File: src/rtl/wb_multi.sv
// Multi-lane writeback stage: bundle FIFO feeding LANES register-file write ports.
// Optional retired-instruction counter is compiled in when WB_TRACE_EN is defined.
module wb_multi #(
    parameter int LANES = 2,
    parameter int DEPTH = 2,
    parameter int XLEN  = 32,
    parameter int RADDR = 5
) (
    input  logic                   clk_i,
    input  logic                   rst_i,
    input  logic                   mem2wb_valid_i,
    output logic                   mem2wb_ready_o,
    input  logic [LANES-1:0]       lane_valid_i,
    input  logic [LANES-1:0]       lane_we_i,
    input  logic [LANES*RADDR-1:0] lane_wdest_i,
    input  logic [LANES*XLEN-1:0]  lane_wdata_i,
    input  logic [LANES*XLEN-1:0]  lane_pc_i,
    input  logic                   wb_stall_i,
    output logic [LANES-1:0]       rf_we_o,
    output logic [LANES*RADDR-1:0] rf_wdest_o,
    output logic [LANES*XLEN-1:0]  rf_wdata_o,
    output logic [LANES*RADDR-1:0] ctl_wb_dest_o,
    output logic [LANES*XLEN-1:0]  ctl_wb_pc_o,
    output logic                   ctl_wb_over_o,
    output logic [31:0]            retired_cnt_o
);

    localparam int PW = $clog2(DEPTH);
    localparam int CW = $clog2(DEPTH + 1);

    logic [LANES-1:0]       r_valid [DEPTH];
    logic [LANES-1:0]       r_we    [DEPTH];
    logic [LANES*RADDR-1:0] r_dest  [DEPTH];
    logic [LANES*XLEN-1:0]  r_data  [DEPTH];
    logic [LANES*XLEN-1:0]  r_pc    [DEPTH];
    logic [PW-1:0]          r_wptr;
    logic [PW-1:0]          r_rptr;
    logic [CW-1:0]          r_count;

    logic                   w_push;
    logic                   w_pop;
    logic                   w_nonEmpty;
    logic [LANES-1:0]       w_hValid;
    logic [LANES-1:0]       w_hWe;
    logic [LANES*RADDR-1:0] w_hDest;
    logic [LANES*XLEN-1:0]  w_hData;
    logic [LANES*XLEN-1:0]  w_hPc;
    logic [LANES-1:0]       w_kill;

    // Ready depends only on registered occupancy, never on the stall input.
    assign mem2wb_ready_o = (r_count != CW'(DEPTH));
    assign w_push         = mem2wb_valid_i & mem2wb_ready_o;
    assign w_nonEmpty     = (r_count != '0);
    assign w_pop          = w_nonEmpty & ~wb_stall_i;
    assign ctl_wb_over_o  = w_pop;

    assign w_hValid = r_valid[r_rptr];
    assign w_hWe    = r_we[r_rptr];
    assign w_hDest  = r_dest[r_rptr];
    assign w_hData  = r_data[r_rptr];
    assign w_hPc    = r_pc[r_rptr];

    always_ff @(posedge clk_i or posedge rst_i) begin
        if (rst_i) begin
            r_wptr  <= '0;
            r_rptr  <= '0;
            r_count <= '0;
            for (int i = 0; i < DEPTH; i++) begin
                r_valid[i] <= '0;
                r_we[i]    <= '0;
                r_dest[i]  <= '0;
                r_data[i]  <= '0;
                r_pc[i]    <= '0;
            end
        end else begin
            if (w_push) begin
                r_valid[r_wptr] <= lane_valid_i;
                r_we[r_wptr]    <= lane_we_i;
                r_dest[r_wptr]  <= lane_wdest_i;
                r_data[r_wptr]  <= lane_wdata_i;
                r_pc[r_wptr]    <= lane_pc_i;
                r_wptr          <= r_wptr + PW'(1);
            end
            if (w_pop) begin
                r_rptr <= r_rptr + PW'(1);
            end
            if (w_push && !w_pop) begin
                r_count <= r_count + CW'(1);
            end else if (!w_push && w_pop) begin
                r_count <= r_count - CW'(1);
            end
        end
    end

    // An older lane is killed when a younger lane in the bundle writes the same register.
    always_comb begin
        w_kill = '0;
        for (int k = 0; k < LANES; k++) begin
            for (int j = k + 1; j < LANES; j++) begin
                if (w_hValid[j] && w_hWe[j] &&
                    (w_hDest[j*RADDR +: RADDR] == w_hDest[k*RADDR +: RADDR]) &&
                    (w_hDest[k*RADDR +: RADDR] != '0)) begin
                    w_kill[k] = 1'b1;
                end
            end
        end
    end

    always_comb begin
        rf_we_o       = '0;
        rf_wdest_o    = '0;
        rf_wdata_o    = '0;
        ctl_wb_dest_o = '0;
        ctl_wb_pc_o   = '0;
        for (int k = 0; k < LANES; k++) begin
            if (w_nonEmpty) begin
                rf_wdest_o[k*RADDR +: RADDR] = w_hDest[k*RADDR +: RADDR];
                rf_wdata_o[k*XLEN +: XLEN]   = w_hData[k*XLEN +: XLEN];
                ctl_wb_pc_o[k*XLEN +: XLEN]  = w_hPc[k*XLEN +: XLEN];
                if (w_hValid[k]) begin
                    ctl_wb_dest_o[k*RADDR +: RADDR] = w_hDest[k*RADDR +: RADDR];
                end
            end
            rf_we_o[k] = w_pop & w_hValid[k] & w_hWe[k] &
                         (w_hDest[k*RADDR +: RADDR] != '0) & ~w_kill[k];
        end
    end

`ifdef WB_TRACE_EN
    logic [31:0] r_retired;
    logic [31:0] w_popCnt;

    // Counts every valid head lane, including killed and non-writing ones.
    always_comb begin
        w_popCnt = '0;
        for (int k = 0; k < LANES; k++) begin
            w_popCnt = w_popCnt + 32'(w_hValid[k]);
        end
    end

    always_ff @(posedge clk_i or posedge rst_i) begin
        if (rst_i) begin
            r_retired <= '0;
        end else if (w_pop) begin
            r_retired <= r_retired + w_popCnt;
        end
    end

    assign retired_cnt_o = r_retired;
`else
    assign retired_cnt_o = '0;
`endif

endmodule
File: config.mk
export PLATFORM = sky130hd
export DESIGN_NAME = wb_multi
export DESIGN_NICKNAME = d
export VERILOG_FILES = /design/src/rtl/wb_multi.sv
export SDC_FILE = /design/constraint.sdc
export NUM_CORES = 1
export LEC_CHECK = 0
export CAP_MARGIN = 0
export CORE_MARGIN = 2
export CORE_UTILIZATION = 50
export CTS_CLUSTER_DIAMETER = 200
export DETAILED_ROUTE_END_ITERATION = 12
export MAX_ROUTING_LAYER = met4
export PLACE_DENSITY_LB_ADDON = 0.15
export RECOVER_POWER = 100
export SETUP_SLACK_MARGIN = 0.5
export SKIP_CTS_REPAIR_TIMING = 1
export SYNTH_ARGS = -nofsm -noshare
export SYNTH_HDL_FRONTEND = slang
export SYNTH_SLANG_ARGS = --single-unit
File: constraint.sdc
create_clock -name clk_i -period 14.2 [get_ports clk_i]
set_clock_uncertainty 0.2 [all_clocks]
set_input_delay 2.84 -clock clk_i [delete_from_list [all_inputs] [get_ports clk_i]]
set_output_delay 2.84 -clock clk_i [all_outputs]
set_load 0.005 [all_outputs]
## Word level (Yosys, flattened, before mapping)

Index checks and enable logic that the tools add are counted.

- Output and inout bits: 184
- Register bits: 288
- Input bits: 146

- Muxes and demuxes: 39
- Order comparisons: 3
- Bitwise gates (word level): 13
- Equal/unequal tests: 2
- Reduce and logical (&&, ||, !) cells: 12
- $add $sub $neg: 4

Operators by type and width:

| kind | count |
|---|---|
| $mux 64 | 7 |
| $bwmux 128 | 2 |
| $mux 32 | 4 |
| $demux 64 s1 | 1 |
| $mux 10 | 4 |
| $mux 5 | 6 |
| $bwmux 20 | 1 |
| $mux 2 | 9 |
| $demux 10 s1 | 1 |
| $reduce_bool 5->1 | 2 |
| $and 1x1->1 | 9 |
| $bwmux 4 | 2 |
| $logic_and 1x1->1 | 6 |
| $eq 5x5->1 | 1 |
| $ge 2x2->1 const B | 2 |
| $not 1->2 | 2 |
| $reduce_bool 2->1 | 2 |
| $add 1x1->1 const B | 2 |
| $add 2x1->2 const B | 1 |
| $demux 2 s1 | 1 |
| $logic_not 1->1 | 2 |
| $lt 2x1->1 const B | 1 |
| $ne 2x2->1 const B | 1 |
| $not 1->1 | 2 |
| other kinds (2) | 2 |

## Depth between registers and ports, before layout

- Word-level depth: 10
- Mapped depth: 7
- Gate-level depth less buffers: 7

## Worst setup path before layout

Ideal clock, no wire load.

- Path type: input to output
- Start point: input port wb_stall_i
- End point: output port rf_we_o[0]
- Cell stages on the path: 3
- Arrival time: 3.394 ns
- Path buffers: 0
- Path slack: 7.766 ns
- Cells stage by stage: nor2_1 -> nand2_1 -> a221oi_1

- Longest elaborated chain between the ends: 6

RTL lines:

| element | line | text |
|---|---|---|
| start: declaration | 18 | `input logic wb_stall_i,` |
| $not 1->1 | 54 | `assign w_pop = w_nonEmpty & ~wb_stall_i;` |
| $and 1x1->1 | 54 |  |
| $and 1x1->1 (3 in a row) | 124 | `rf_we_o[k] = w_pop & w_hValid[k] & w_hWe[k] &` |
| $and 1x1->1 | 125 | `(w_hDest[k*RADDR +: RADDR] != '0) & ~w_kill[k];` |
| end: declaration | 19 | `output logic [LANES-1:0] rf_we_o,` |

Every way passes these cells.

## Final worst setup path

- Start point: register r_rptr
- End point: output port rf_we_o[0]

- Longest elaborated chain between the ends: 10

RTL lines:

| element | line | text |
|---|---|---|
| start: declaration | 37 | `logic [PW-1:0] r_rptr;` |
| start signal: assignment | 85 | `r_rptr <= r_rptr + PW'(1);` |
| $not 1->2 (not written as such) * | 57, 58, 59 |  |
| $mux 10 (not written as such) (tied with other cells) (3 in a row) | 59 | `assign w_hDest = r_dest[r_rptr];` |
| $eq 5x5->1 / $logic_and 1x1->1 (equally long branches) | 101, 100 |  |
| $logic_and 1x1->1 | 100 | `if (w_hValid[j] && w_hWe[j] &&` |
| $logic_and 1x1->1 | 101 | `(w_hDest[j*RADDR +: RADDR] == w_hDest[k*RADDR +: RADDR]) &&` |
| $mux 1 | 100 |  |
| $not 1->1 | 125 |  |
| $and 1x1->1 * | 125 |  |

Every way passes the cells marked *; elsewhere a longest branch is shown, timed or not. The select of a mux whose other input is x is not followed.

==> qor.yml <==
outcome:
  status: "complete, but fails checks"
  violations: "max-capacitance violations, max-slew violations"
sta:
  slew_viol_final: 705
  totalNegativeSetupSlack_ns: 0
  layout_min_cycle_time_ns: 10.09
  setup_viol: 0
  slew_headroom_pct: -200.0
  rsz0062_at_grt: "no"
  worst_pin_slew_ns: 4.476
  period_share_pct: 71.05
  finalHoldViolations: 0
  max_clock_freq_mhz: 99.12
  fin_ws_ns: 4.111
synth:
  synth-seq-area-share_pct: 52.76
  synthCells: 1002
  syn_avg_cell_area_um2: 13.63
  ys_types: 32
  ys_top_cells_by_area: "dfrtp_1 53%, mux2_2 10%, mux2i_1 10%, mux2_4 8.8%, mux2_1 6.6%"
  synthesis.area_mm2: 0.01366
  yosys_warnings: 0
  ys_ff_latch: 288
  synth_top_area_share_pct: 52.76
  yosys.area.top_type: "dfrtp_1"
global_routing:
  grt_max_degree: 102
  grtUsageTotal_pct: 21.78
  overflow: 0
  antenna_found_initial: 4
  grt_first_pass_wirelength_um: 48690
  grt_pass1_vias: 8940
worst_hold_path:
  min_to: "r_data[80]"
  whs_path_depth: 1
  hp-class: "register to register"
  min_from: "r_data[80]"
layout:
  syn2layout_area_growth_pct: 26.43
  finalNetCount: 1426
  final_common_cell: "dfrtp_1"
  drive_gt1_share_pct: 13.78
  final_util_pct: 64.26
  final_cells: 1644
  ff_latch_area_mm2: 0.007207
  nFillCells: 2175
  final_cell_mix: "288 x dfrtp_1, 159 x mux2_1, 153 x nor2_1, 149 x clkdlybuf4s50_1, 148 x dlygate4sd3_1"
  multiInputGateArea_mm2: 0.005575
floorplanning:
  rows: 60
  core_area_mm2: 0.02688
  start_util_pct: 50.83
  dieArea_mm2: 0.02866
  ioPinCount: 330
  die_height_um: 169.3
  die_x_um: 169.3
power:
  p_leak_nw: 7.775
  power_density_mw_per_mm2: 249.2
  switching_share_pct: 32.60
  combPwrFrac_pct: 46.6
  pwr-share-clk_pct: 18.5
  finalPower_mw: 4.305
  sequentialPowerShare_pct: 34.9
  peakVddDrop_mv: 0.1388
  p_int_mw: 2.901
  switchingPower_mw: 1.403
setup_path:
  cp_data_required_time_ns: 11.16
  critPathArrivalTime_ns: 7.05
  startpoint: "r_rptr"
  startpoint_type: "register"
  criticalPathCategory: "register to primary output"
  rr_worst_depth: 6
  cp_max_fo: 56
  r2r_start: "r_count[0]"
  rr_endpoint: "r_dest[14]"
  crit_path_end_kind: "primary output"
  r2r_setup_slack_ns: 6.72
drt:
  drc: 0
  initialDrtViolationCount: 515
  routed_wl_um: 30300
  detail-route-antenna-nets: 0
  avgRoutedWirePerCell_um: 18.43
  vias: 8623
  firstDrtPassIters: 4
  post_drt_via_cell_ratio: 5.245
place:
  dp_cells: 1588
  place_ws_ns: 6.757
  io_buffers: 297
  gp_congestion: 0.7603
  dpl.hpwl_um: 19440
clock_tree:
  clkTransAtPathRegs_ns: 0.06
  root_buffer: "clkbuf_16"
  insertion_delay_ns: 0.54
  cts_tree: "done"
  cts.sinks: 288
  numCtsBuffers: 30
  clockBufferDepth: 3
  htreeDepth: 1
job:
  drv_cap: 12
metrics by stage:
stage,hold slack [ns],cell area (um2)
after CTS,0.2876,17640
after detailed placement,0.2740,16630
final,0.2799,17270
after global placement,0.2660,16630
after global routing,0.2996,17270
after floorplan,0.2574,13780
Yosys cell counts (all sizes together):
library cell	instances
buf	80
dfrtp	288
or4	2
o21ai	4
nor4	2
clkbuf	14
nor2	153
a32oi	1
xnor2	10
a21oi	1
nand2b	1
nand4	2
mux2	285
mux2i	139
a211oi	1
ha	1
nand3	2
inv	3
nor2b	1
conb	1
xor2	4
or2	1
a221oi	1
nand2	5
how the worst max path moves through the flow:
| stage | to | depth (start not counted) | slack (ns) |
|---|---|---|---|
| after global routing | r_pc[32] | 3 | 3.48 |
| after CTS | rf_we_o[0] | 5 | 6.75 |
| after detailed placement | rf_we_o[0] | 5 | 6.76 |
| final | rf_we_o[0] | 6 | 4.11 |
| after floorplan | r_count[0] | 1 | 3.21 |
| after global placement | rf_we_o[0] | 5 | 6.75 |
metal layers:
layer	global-route usage (%)	up-vias	routed length, um
met5	-	-	0
met4	5.425	0	717
met3	5.784	50	2250
met2	33.59	254	14060
met1	28.92	4347	13270
li1	-	3972	-
state kept, by name, summed over array words and instances (netlist names):
register and cells:
r_we 4, r_rptr 1, r_dest 20, r_pc 128
r_count 2, r_valid 4, r_wptr 1, r_data 128
layout make-up:
class	instances	area share (%)
timing repair buffer	308	17.52
tap	341	2.470
inverter	3	0.07244
clock buffer	44	5.354
clock inverter	8	0.5216
sequential	288	41.73
multi-input combinational	648	32.28
antenna	4	0.05795
critical path, stage by stage (launching register included):
cell and delay [ns]:
dfrtp_1 1.65, clkbuf_1 3.07, nor2b_1 0.24, a32oi_1 0.51
nor2_1 0.11, a221oi_1 0.27, dlygate4sd3_1 0.61
logic make-up (layout without fill, tap and decap cells):
kind of cell,after synthesis,in the layout,share of synthesized area [%]
compound gates,8,8,0.3664
flops,288,288,52.76
xor+xnor,14,14,0.8975
simple gates,169,169,5.074
fa+ha+maj,1,1,0.09158
other cells,1,36,0.02745
mux,424,424,35.88
buf+inv,97,363,4.909
power by group through the flow:
stage | Sequential (mW) | Clock, mW | Combinational [mW]
after floorplan | 1.42 | 0 | 1.35
after global placement | 1.50 | 0 | 2.22
after detailed placement | 1.52 | 0 | 2.24
after CTS | 1.51 | 0.816 | 2.26
after global routing | 1.56 | 0.851 | 2.20
final | 1.50 | 0.798 | 2.01
(Power assumes the default switching activity.)
